**src/rtl/combat_controller.sv**
```systemverilog
// combat_controller
//   Per-frame game scheduler between the VGA timing and the two player FSMs.
//   It turns frame_end (or a single-step button edge in debug mode) into a
//   one-cycle game_tick enable. After each tick it resolves hitbox-vs-hurtbox
//   overlap for both players, applies damage and hitstun, and runs the round
//   state machine (COUNTDOWN -> FIGHT <-> EVAL -> OVER).
//
// Ports
//   clk, rst            : system clock, synchronous active-high reset
//   frame_end           : one-cycle pulse at the last visible pixel
//   step_mode, step_btn : debug single-step select and debounced button level
//   restart             : one-cycle pulse, only acted on in OVER
//   p{1,2}_hit_*        : attack box corners (inclusive) and live flag
//   p{1,2}_hurt_*       : hurtbox corners (inclusive)
//   game_tick           : one-cycle enable to both players
//   p{1,2}_health       : current health
//   p{1,2}_stun         : stun counter nonzero (combinational)
//   p{1,2}_hit_evt      : one-cycle pulse, that player was hit
//   round_state         : 0=COUNTDOWN 1=FIGHT 2=EVAL 3=OVER
//   winner              : 0=none 1=P1 2=P2 3=draw

module combat_controller #(
  parameter int unsigned HEALTH_MAX       = 100,
  parameter int unsigned DAMAGE           = 10,
  parameter int unsigned HITSTUN_FRAMES   = 15,
  parameter int unsigned COUNTDOWN_FRAMES = 60
) (
  input  logic       clk,
  input  logic       rst,
  input  logic       frame_end,
  input  logic       step_mode,
  input  logic       step_btn,
  input  logic       restart,
  input  logic [9:0] p1_hit_x1,
  input  logic [9:0] p1_hit_x2,
  input  logic [9:0] p1_hit_y1,
  input  logic [9:0] p1_hit_y2,
  input  logic       p1_hit_active,
  input  logic [9:0] p1_hurt_x1,
  input  logic [9:0] p1_hurt_x2,
  input  logic [9:0] p1_hurt_y1,
  input  logic [9:0] p1_hurt_y2,
  input  logic [9:0] p2_hit_x1,
  input  logic [9:0] p2_hit_x2,
  input  logic [9:0] p2_hit_y1,
  input  logic [9:0] p2_hit_y2,
  input  logic       p2_hit_active,
  input  logic [9:0] p2_hurt_x1,
  input  logic [9:0] p2_hurt_x2,
  input  logic [9:0] p2_hurt_y1,
  input  logic [9:0] p2_hurt_y2,
  output logic       game_tick,
  output logic [6:0] p1_health,
  output logic [6:0] p2_health,
  output logic       p1_stun,
  output logic       p2_stun,
  output logic       p1_hit_evt,
  output logic       p2_hit_evt,
  output logic [1:0] round_state,
  output logic [1:0] winner
);

  localparam int STUN_W = $clog2(HITSTUN_FRAMES + 1);
  localparam int CD_W   = $clog2(COUNTDOWN_FRAMES + 1);

  localparam logic [1:0] ST_COUNTDOWN = 2'd0;
  localparam logic [1:0] ST_FIGHT     = 2'd1;
  localparam logic [1:0] ST_EVAL      = 2'd2;
  localparam logic [1:0] ST_OVER      = 2'd3;

  logic [1:0]        state;
  logic [CD_W-1:0]   cd_cnt;
  logic [STUN_W-1:0] p1_stun_cnt;
  logic [STUN_W-1:0] p2_stun_cnt;
  logic              p1_landed;
  logic              p2_landed;
  logic              step_btn_d;
  logic              tick_req;
  logic              p1_lands;
  logic              p2_lands;
  logic [6:0]        p1_health_nxt;
  logic [6:0]        p2_health_nxt;

  // Inclusive axis-aligned box intersection; touching edges count as a hit.
  function automatic logic overlap(
    input logic [9:0] ax1, input logic [9:0] ax2,
    input logic [9:0] ay1, input logic [9:0] ay2,
    input logic [9:0] bx1, input logic [9:0] bx2,
    input logic [9:0] by1, input logic [9:0] by2
  );
    return (ax1 <= bx2) && (bx1 <= ax2) && (ay1 <= by2) && (by1 <= ay2);
  endfunction

  // Health subtraction done at 32 bits so a DAMAGE larger than the health
  // range still clamps cleanly to zero instead of wrapping.
  function automatic logic [6:0] take_damage(input logic [6:0] health);
    logic [31:0] ext;
    ext = {25'd0, health};
    if (ext <= DAMAGE) return 7'd0;
    return 7'(ext - DAMAGE);
  endfunction

  // Tick source: in step mode only the rising edge of the button counts,
  // so holding it down advances the game exactly once.
  assign tick_req = step_mode ? (step_btn & ~step_btn_d) : frame_end;

  // A stunned defender cannot be hit, and an attacker whose latch is set has
  // already connected with the current attack.
  assign p1_lands = p1_hit_active & ~p1_landed & (p2_stun_cnt == '0) &
                    overlap(p1_hit_x1, p1_hit_x2, p1_hit_y1, p1_hit_y2,
                            p2_hurt_x1, p2_hurt_x2, p2_hurt_y1, p2_hurt_y2);
  assign p2_lands = p2_hit_active & ~p2_landed & (p1_stun_cnt == '0) &
                    overlap(p2_hit_x1, p2_hit_x2, p2_hit_y1, p2_hit_y2,
                            p1_hurt_x1, p1_hurt_x2, p1_hurt_y1, p1_hurt_y2);

  assign p1_health_nxt = p2_lands ? take_damage(p1_health) : p1_health;
  assign p2_health_nxt = p1_lands ? take_damage(p2_health) : p2_health;

  assign p1_stun     = (p1_stun_cnt != '0);
  assign p2_stun     = (p2_stun_cnt != '0);
  assign round_state = state;

  // Round state machine plus all registered outputs. Pulse outputs default
  // low every cycle; in FIGHT the tick is issued one cycle after the request
  // and the following cycle moves to EVAL, so requests landing in the tick
  // or EVAL cycle are simply not looked at.
  always_ff @(posedge clk) begin
    if (rst) begin
      state       <= ST_COUNTDOWN;
      cd_cnt      <= CD_W'(COUNTDOWN_FRAMES);
      p1_health   <= 7'(HEALTH_MAX);
      p2_health   <= 7'(HEALTH_MAX);
      p1_stun_cnt <= '0;
      p2_stun_cnt <= '0;
      p1_landed   <= 1'b0;
      p2_landed   <= 1'b0;
      winner      <= 2'd0;
      game_tick   <= 1'b0;
      p1_hit_evt  <= 1'b0;
      p2_hit_evt  <= 1'b0;
      step_btn_d  <= 1'b0;
    end else begin
      step_btn_d <= step_btn;
      game_tick  <= 1'b0;
      p1_hit_evt <= 1'b0;
      p2_hit_evt <= 1'b0;

      case (state)
        ST_COUNTDOWN: begin
          if (tick_req) begin
            cd_cnt <= cd_cnt - CD_W'(1);
            if (cd_cnt == CD_W'(1)) state <= ST_FIGHT;
          end
        end

        ST_FIGHT: begin
          if (game_tick) begin
            state <= ST_EVAL;
            if (p1_stun_cnt != '0) p1_stun_cnt <= p1_stun_cnt - STUN_W'(1);
            if (p2_stun_cnt != '0) p2_stun_cnt <= p2_stun_cnt - STUN_W'(1);
          end else if (tick_req) begin
            game_tick <= 1'b1;
          end
        end

        ST_EVAL: begin
          if (!p1_hit_active)  p1_landed <= 1'b0;
          else if (p1_lands)   p1_landed <= 1'b1;
          if (!p2_hit_active)  p2_landed <= 1'b0;
          else if (p2_lands)   p2_landed <= 1'b1;

          if (p1_lands) begin
            p2_stun_cnt <= STUN_W'(HITSTUN_FRAMES);
            p2_hit_evt  <= 1'b1;
          end
          if (p2_lands) begin
            p1_stun_cnt <= STUN_W'(HITSTUN_FRAMES);
            p1_hit_evt  <= 1'b1;
          end

          p1_health <= p1_health_nxt;
          p2_health <= p2_health_nxt;

          if (p1_health_nxt == 7'd0 && p2_health_nxt == 7'd0) begin
            state  <= ST_OVER;
            winner <= 2'd3;
          end else if (p1_health_nxt == 7'd0) begin
            state  <= ST_OVER;
            winner <= 2'd2;
          end else if (p2_health_nxt == 7'd0) begin
            state  <= ST_OVER;
            winner <= 2'd1;
          end else begin
            state <= ST_FIGHT;
          end
        end

        default: begin
          if (restart) begin
            state       <= ST_COUNTDOWN;
            cd_cnt      <= CD_W'(COUNTDOWN_FRAMES);
            p1_health   <= 7'(HEALTH_MAX);
            p2_health   <= 7'(HEALTH_MAX);
            p1_stun_cnt <= '0;
            p2_stun_cnt <= '0;
            p1_landed   <= 1'b0;
            p2_landed   <= 1'b0;
            winner      <= 2'd0;
          end
        end
      endcase
    end
  end

endmodule
```
**config.mk**
```make
export PLATFORM = sky130hd
export DESIGN_NAME = combat_controller
export DESIGN_NICKNAME = d
export VERILOG_FILES = /design/src/rtl/combat_controller.sv
export SDC_FILE = /design/constraint.sdc
export NUM_CORES = 1
export LEC_CHECK = 0
export CAP_MARGIN = 40
export CORE_MARGIN = 8
export CORE_UTILIZATION = 44
export CTS_CLUSTER_SIZE = 8
export DETAILED_ROUTE_END_ITERATION = 10
export PLACE_DENSITY_LB_ADDON = 0.12
export SYNTH_ARGS = -nofsm -noshare
export SYNTH_HDL_FRONTEND = slang
export SYNTH_SLANG_ARGS = --single-unit
```
**constraint.sdc**
```tcl
create_clock -name clk -period 4 [get_ports clk]
set_clock_uncertainty 0.2 [all_clocks]
set_input_delay 0.8 -clock clk [delete_from_list [all_inputs] [get_ports clk]]
set_output_delay 0.8 -clock clk [all_outputs]
set_load 0.05 [all_outputs]
```
== Word level (Yosys, flattened, before mapping) ==
Index checks and enable logic that the tools add are counted.
Operators by class
  $lt $le $gt $ge: 10
  equality and inequality tests: 13
  muxes and demuxes: 46
  add/sub/neg operators: 5
  reductions and logical operators: 30
  bitwise operators: 15
Operator list (count)
  less-or-equal comparator 10 bit: 8
  two-way mux 7 bit: 7
  two-way mux 4 bit: 7
  case mux 7 bit (2 select lines): 2
  case mux 4 bit (3 select lines): 2
  two-way mux 2 bit: 10
  less-or-equal comparator 7 x 4 -> 1 bit (second input constant): 2
  zero test 7 bit: 2
  inequality test 2 bit (second input constant): 7
  subtractor 7 x 4 -> 7 bit (second input constant): 2
  two-way mux 6 bit: 2
  case mux 6 bit (2 select lines): 1
  AND reduction 3 bit: 4
  nonzero test 4 bit: 3
  two-way mux 1 bit: 11
  AND reduction 5 bit: 2
  zero test 4 bit: 2
  NOT 1 bit: 8
  subtractor 4 x 1 -> 4 bit (second input constant): 2
  bitwise AND 1 bit: 7
  logical AND 1 bit: 7
  equality test 6 x 1 -> 1 bit (second input constant): 1
  inequality test 3 bit (second input constant): 2
  case mux 2 bit (3 select lines): 1
  13 further kinds: 17
Word-level totals
  input bits: 168
  output and inout bits: 23
  register bits after elaboration: 38
  logic and storage cells: 132

== Longest topological paths before layout ==
Gate-level depths: netlist (run 1).
  depth after elaboration: 11
  depth in mapped cells: 12

== Worst setup path after synthesis (run 1) ==
OpenSTA, ideal clock, no wires.
  path type: input port to flip-flop
  from: in p1_hit_y2[3]
  to: reg p2_stun_cnt[3]
  library setup time: 0.067 ns
  data arrival time: 3.329 ns
  data required time: 3.733 ns
  slack: 0.403 ns
  stages on the path: 12
  cells stage by stage: inv_1 ha_1 a21o_1 a21o_1 a2111oi_4 o22ai_2 or4_1 buf_6 nand2_4 nand2_4 or3b_1 a21oi_2
On the way
  cells in the longest elaborated chain, start to end: 5
Ends and longest elaborated chain
  start, declared: line 37  | input logic [9:0] p1_hit_y2,
  less-or-equal comparator 10 bit: line 91  | return (ax1 <= bx2) && (bx1 <= ax2) && (ay1 <= by2) && (by1 <= ay2);
  logical AND 1 bit: line 91
  bitwise AND 1 bit: line 109  | assign p1_lands = p1_hit_active & ~p1_landed & (p2_stun_cnt == '0) &
  inequality test 2 bit (no source line)
  AND reduction 5 bit (no source line)
  end signal, assigned: line 160  | if (p2_stun_cnt != '0) p2_stun_cnt <= p2_stun_cnt - STUN_W'(1);
  end signal, assigned: line 173  | p2_stun_cnt <= STUN_W'(HITSTUN_FRAMES);
  end, declared: line 74  | logic [STUN_W-1:0] p2_stun_cnt;
Every way passes these cells.
A chain may end at the register's enable or synchronous reset.

== Final worst setup path (run 1) ==
  from: in p2_hit_x2[3]
  to: reg p1_stun_cnt[3]
On the way
  cells in the longest elaborated chain, start to end: 7
Ends and longest elaborated chain
  start, declared: line 44  | input logic [9:0] p2_hit_x2,
  less-or-equal comparator 10 bit: line 91
  logical AND 1 bit (3 in a row): line 91
  bitwise AND 1 bit: line 112  | assign p2_lands = p2_hit_active & ~p2_landed & (p1_stun_cnt == '0) &
  inequality test 2 bit (no source line)
  AND reduction 5 bit (no source line)
  end signal, assigned: line 159  | if (p1_stun_cnt != '0) p1_stun_cnt <= p1_stun_cnt - STUN_W'(1);
  end signal, assigned: line 177  | p1_stun_cnt <= STUN_W'(HITSTUN_FRAMES);
  end, declared: line 73  | logic [STUN_W-1:0] p1_stun_cnt;
Every way passes these cells.

==> results of run 1 <==
where the power goes:
group | switching (W) | total (W) | internal [W]
Combinational | 0.000181 | 0.000457 | 0.000276
Clock | 0.000139 | 0.000258 | 0.000119
Sequential | 0.00000636 | 0.000391 | 0.000384
sequential cells by signal, summed over array words and instances (netlist names):
name,cells
p1_stun_cnt,4
p1_hit_evt,1
winner,2
step_btn_d,1
p1_landed,1
cd_cnt,6
p1_health,7
p2_stun_cnt,4
game_tick,1
round_state,2
p2_landed,1
p2_health,7
p2_hit_evt,1
metrics by stage:
| step | worst slack, ps | setup TNS [ps] | utilization | hold WS (ps) | area [sq um] |
|---|---|---|---|---|---|
| after CTS | 45.82 | 0 | 0.6835 | 279.2 | 6650 |
| after global routing | 8.105 | 0 | 0.6860 | 307.3 | 6674 |
| after floorplan | 403.1 | 0 | - | 241.7 | 4387 |
| final | 161.5 | 0 | 0.6860 | 274.5 | 6674 |
| after global placement | -158.7 | -1189 | 0.6749 | 257.9 | 6566 |
| after detailed placement | -237.2 | -2304 | 0.6749 | 267.6 | 6566 |
worst paths after layout:
path,to,cells after the start,from
max,p1_stun_cnt[3]$_SDFFE_PP0P_,13,p2_hit_x2[3]
min,p1_stun_cnt[1]$_SDFFE_PP0P_,2,p1_stun_cnt[1]$_SDFFE_PP0P_
max reg2reg,winner[0]$_SDFFE_PP0P_,11,p2_stun_cnt[0]$_SDFFE_PP0P_
min reg2reg,p1_stun_cnt[1]$_SDFFE_PP0P_,2,p1_stun_cnt[1]$_SDFFE_PP0P_
what timing repair did:
action / 4_1_cts / 5_1_grt
setup endpoints to repair: 0 / 11
resized for setup: 0 / 3
buffers inserted: 0 / 2
worst reg2reg max path, cell delays in order, from the launching register on:
cell and delay [ps]:
dfxtp_1 340, inv_1 80, ha_1 180, or3b_2 510, nand3b_1 270, o21bai_1 270
buf_4 170, o31ai_1 250, o211ai_2 130, nor3_2 290, o31ai_2 110, a22o_1 190
cell type report:
type                            instances  area (sq um)
Multi-Input combinational cell        422          3179
Fill cell                             876          3055
Timing Repair Buffer                  213          2074
Sequential cell                        38         760.7
Inverter                              109         409.1
Tap cell                              133         166.4
Clock buffer                            5         68.82
Clock inverter                          2         15.01
synth_stat cells (all sizes together), types with 2 or more instances:
cell,number
xnor2,4
o22ai,5
clkbuf,7
xor2,4
ha,91
nand4,15
a31oi,5
o31ai,9
nand2,36
o21a,3
a2111oi,4
nor2b,7
nor2,33
nand2b,9
buf,3
nor4,6
nand3,6
o211ai,7
dfxtp,38
nand3b,2
or4,2
o21bai,6
or2,2
a22o,3
inv,109
o41ai,2
a21o,22
nor3,18
mux2i,3
a211oi,4
a2bb2oi,2
or3b,4
and2,3
o21ai,32
or3,2
a21oi,51
nor3b,2
layer usage:
layer	vias up	global-route usage	part of all wire
li1	2465	-	-
met1	2288	0.2297	0.41
met2	131	0.3942	0.52
met3	12	0.03544	0.060
met4	0	0.04062	0.0099
met5	-	0	0
cells by family (layout without fill, tap and decap cells):
| kind of cell | Yosys count | count (layout) | share of synthesized area |
|---|---|---|---|
| buffers and inverters | 119 | 329 | 0.1038 |
| AOI/OAI and AO/OA | 168 | 168 | 0.2598 |
| muxes | 3 | 3 | 0.006846 |
| DFF | 38 | 38 | 0.1734 |
| adders and majority gates | 91 | 91 | 0.2596 |
| and+or+nand+nor | 152 | 152 | 0.1805 |
| xor gates and xnor gates | 8 | 8 | 0.01597 |
==> results by group, run 1 <==
Outcome
  • Status: finished, final reports clean

Clock network
  • CTS Buf Count: 5
  • Clk sinks: 38
  • CTS clk-pin slew, worst paths: 80 ps
  • Clock Path Buffers: 2
  • Hold_buf cts: 0
  • Clk_lat worst skew: 290 ps
  • Clk root buf: clkbuf_8
  • CTS tree: built
  • Htree depth: 2

GRT
  • Remaining Overflow, GRT: 0
  • Vias in the first global route: 4964
  • First-pass GRT wire length: 22790 um
  • Largest net degree at the start of global routing: 14
  • Initial antenna violation count: 0
  • Global Route Usage Sum: 0.2054

Setup path
  • CP max stage delay: 480 ps
  • CP Cell Sequence: clkdlybuf4s50_1, inv_1, ha_1, a21o_1, a21o_1, a21oi_1, o211ai_1, a2111o_1, a2111oi_2, buf_4, o21ai_1, or3b_2, a21oi_1
  • Crit path launch type: input port
  • Crit path kind: input port to flop
  • CP endpoint kind: flop
  • Reg-to-reg slack, setup: 910 ps
  • Critical path's top delay family: compound AO/OA/AOI/OAI gates
  • Worst Path Max Fanout: 5
  • CP max-delay cell: or3b_2
  • WP data arrival: 3870 ps
  • Req. time, crit path: 4030 ps
  • Buf/Inv on CP: 3

Synth
  • Async set-or-reset flop fraction in the synthesized netlist: 0
  • Synth top area share: 0.2596
  • Syn Area/Cell: 7.576 sq um
  • Ys Warns: 0
  • Synthesized cell area: 4387 sq um
  • Yosys reg bits: 38
  • Synthesized Nets: 838
  • Top_reg_cell synth: dfxtp_1
  • Synth cell types: 66
  • Cell taking the most area after synthesis: ha_1
  • Register area share after synthesis: 0.1734
  • Number of flops mapped to enable cells by yosys: 0
  • Area contributors post-synth: ha_1 26%, dfxtp_1 17%, inv_1 9.3%
  • Cell count after synthesis: 579

Detailed routing
  • Via count: 4896
  • DR pass1 iterations: 4
  • Vias per std cell: 5.310
  • Antenna viol nets, final: 0
  • Final wirelength: 14160 um
  • 1st-iter DRT viols: 241
  • Post-route DRC violation count: 0
  • Per-cell routed wire length: 15.36 um

Pwr
  • P_leak: 3.074 nW
  • Max VDD drop: 0.1879 mV
  • Post-layout total power: 0.001105 W
  • Power per cell area: 165.6 nW/um^2

Timing
  • Tcrit/Tclk final: 0.9596
  • Minimum clock period: 3838 ps
  • Slew Limit Fails: 0
  • Final setup viols: 0
  • Unrepaired setup endpoints after global routing: no
  • Max Clock Freq: 260.5 MHz
  • Hold violation total from the final report: 0
  • Worst slew pin tran: 887.9 ps
  • Slew margin rel.: 0.4006

Die
  • # rows: 36
  • I/O pins: 191
  • Initial Util: 0.4509
  • CORE AREA: 9729 sq um
  • Die area: 13420 sq um
  • Die width: 115.9 um
  • Die height: 115.9 um

Placement
  • # port buffers: 190
  • RePlAce Congestion: 0.8976
  • Post-DP HPWL: 12160 um
  • Dpl cells: 913

Run
  • # Max-Cap Violations: 0

Layout
  • Fraction of layout instances using a drive strength above 1: 0.06210
  • Fin cells: 922
  • N_diodes: 0
  • Area Overhead vs Synth: 52.14%
  • Commonest non-fill, non-tap cells in the layout: 190 x clkdlybuf4s50_1, 109 x inv_1, 91 x ha_1
  • Final Net Count: 1048
  • Commonest non-fill, non-tap cell in the layout: clkdlybuf4s50_1

Min path
  • Min-delay worst type: flop to flop
No activity file was read; power rests on OpenSTA's default activity.
==> inputs of run 2 (changes only) <==
--- a/config.mk
+++ b/config.mk
@@ -8,7 +8,6 @@
 export CAP_MARGIN = 40
 export CORE_MARGIN = 8
 export CORE_UTILIZATION = 44
-export CTS_CLUSTER_SIZE = 8
 export DETAILED_ROUTE_END_ITERATION = 10
 export PLACE_DENSITY_LB_ADDON = 0.12
 export SYNTH_ARGS = -nofsm -noshare
==> results of run 2 <==
Same layout as run 1: the final DEF is identical, and so are final timing and power.
==> inputs of run 3 (changes only) <==
--- a/config.mk
+++ b/config.mk
@@ -5,7 +5,7 @@
 export SDC_FILE = /design/constraint.sdc
 export NUM_CORES = 1
 export LEC_CHECK = 0
-export CAP_MARGIN = 40
+export CAP_MARGIN = 20
 export CORE_MARGIN = 8
 export CORE_UTILIZATION = 44
 export DETAILED_ROUTE_END_ITERATION = 10
@@ -13,3 +13,4 @@
 export SYNTH_ARGS = -nofsm -noshare
 export SYNTH_HDL_FRONTEND = slang
 export SYNTH_SLANG_ARGS = --single-unit
+export TNS_END_PERCENT = 5
==> results of run 3 <==
Same layout as run 1: the final DEF is identical, and so are final timing and power.
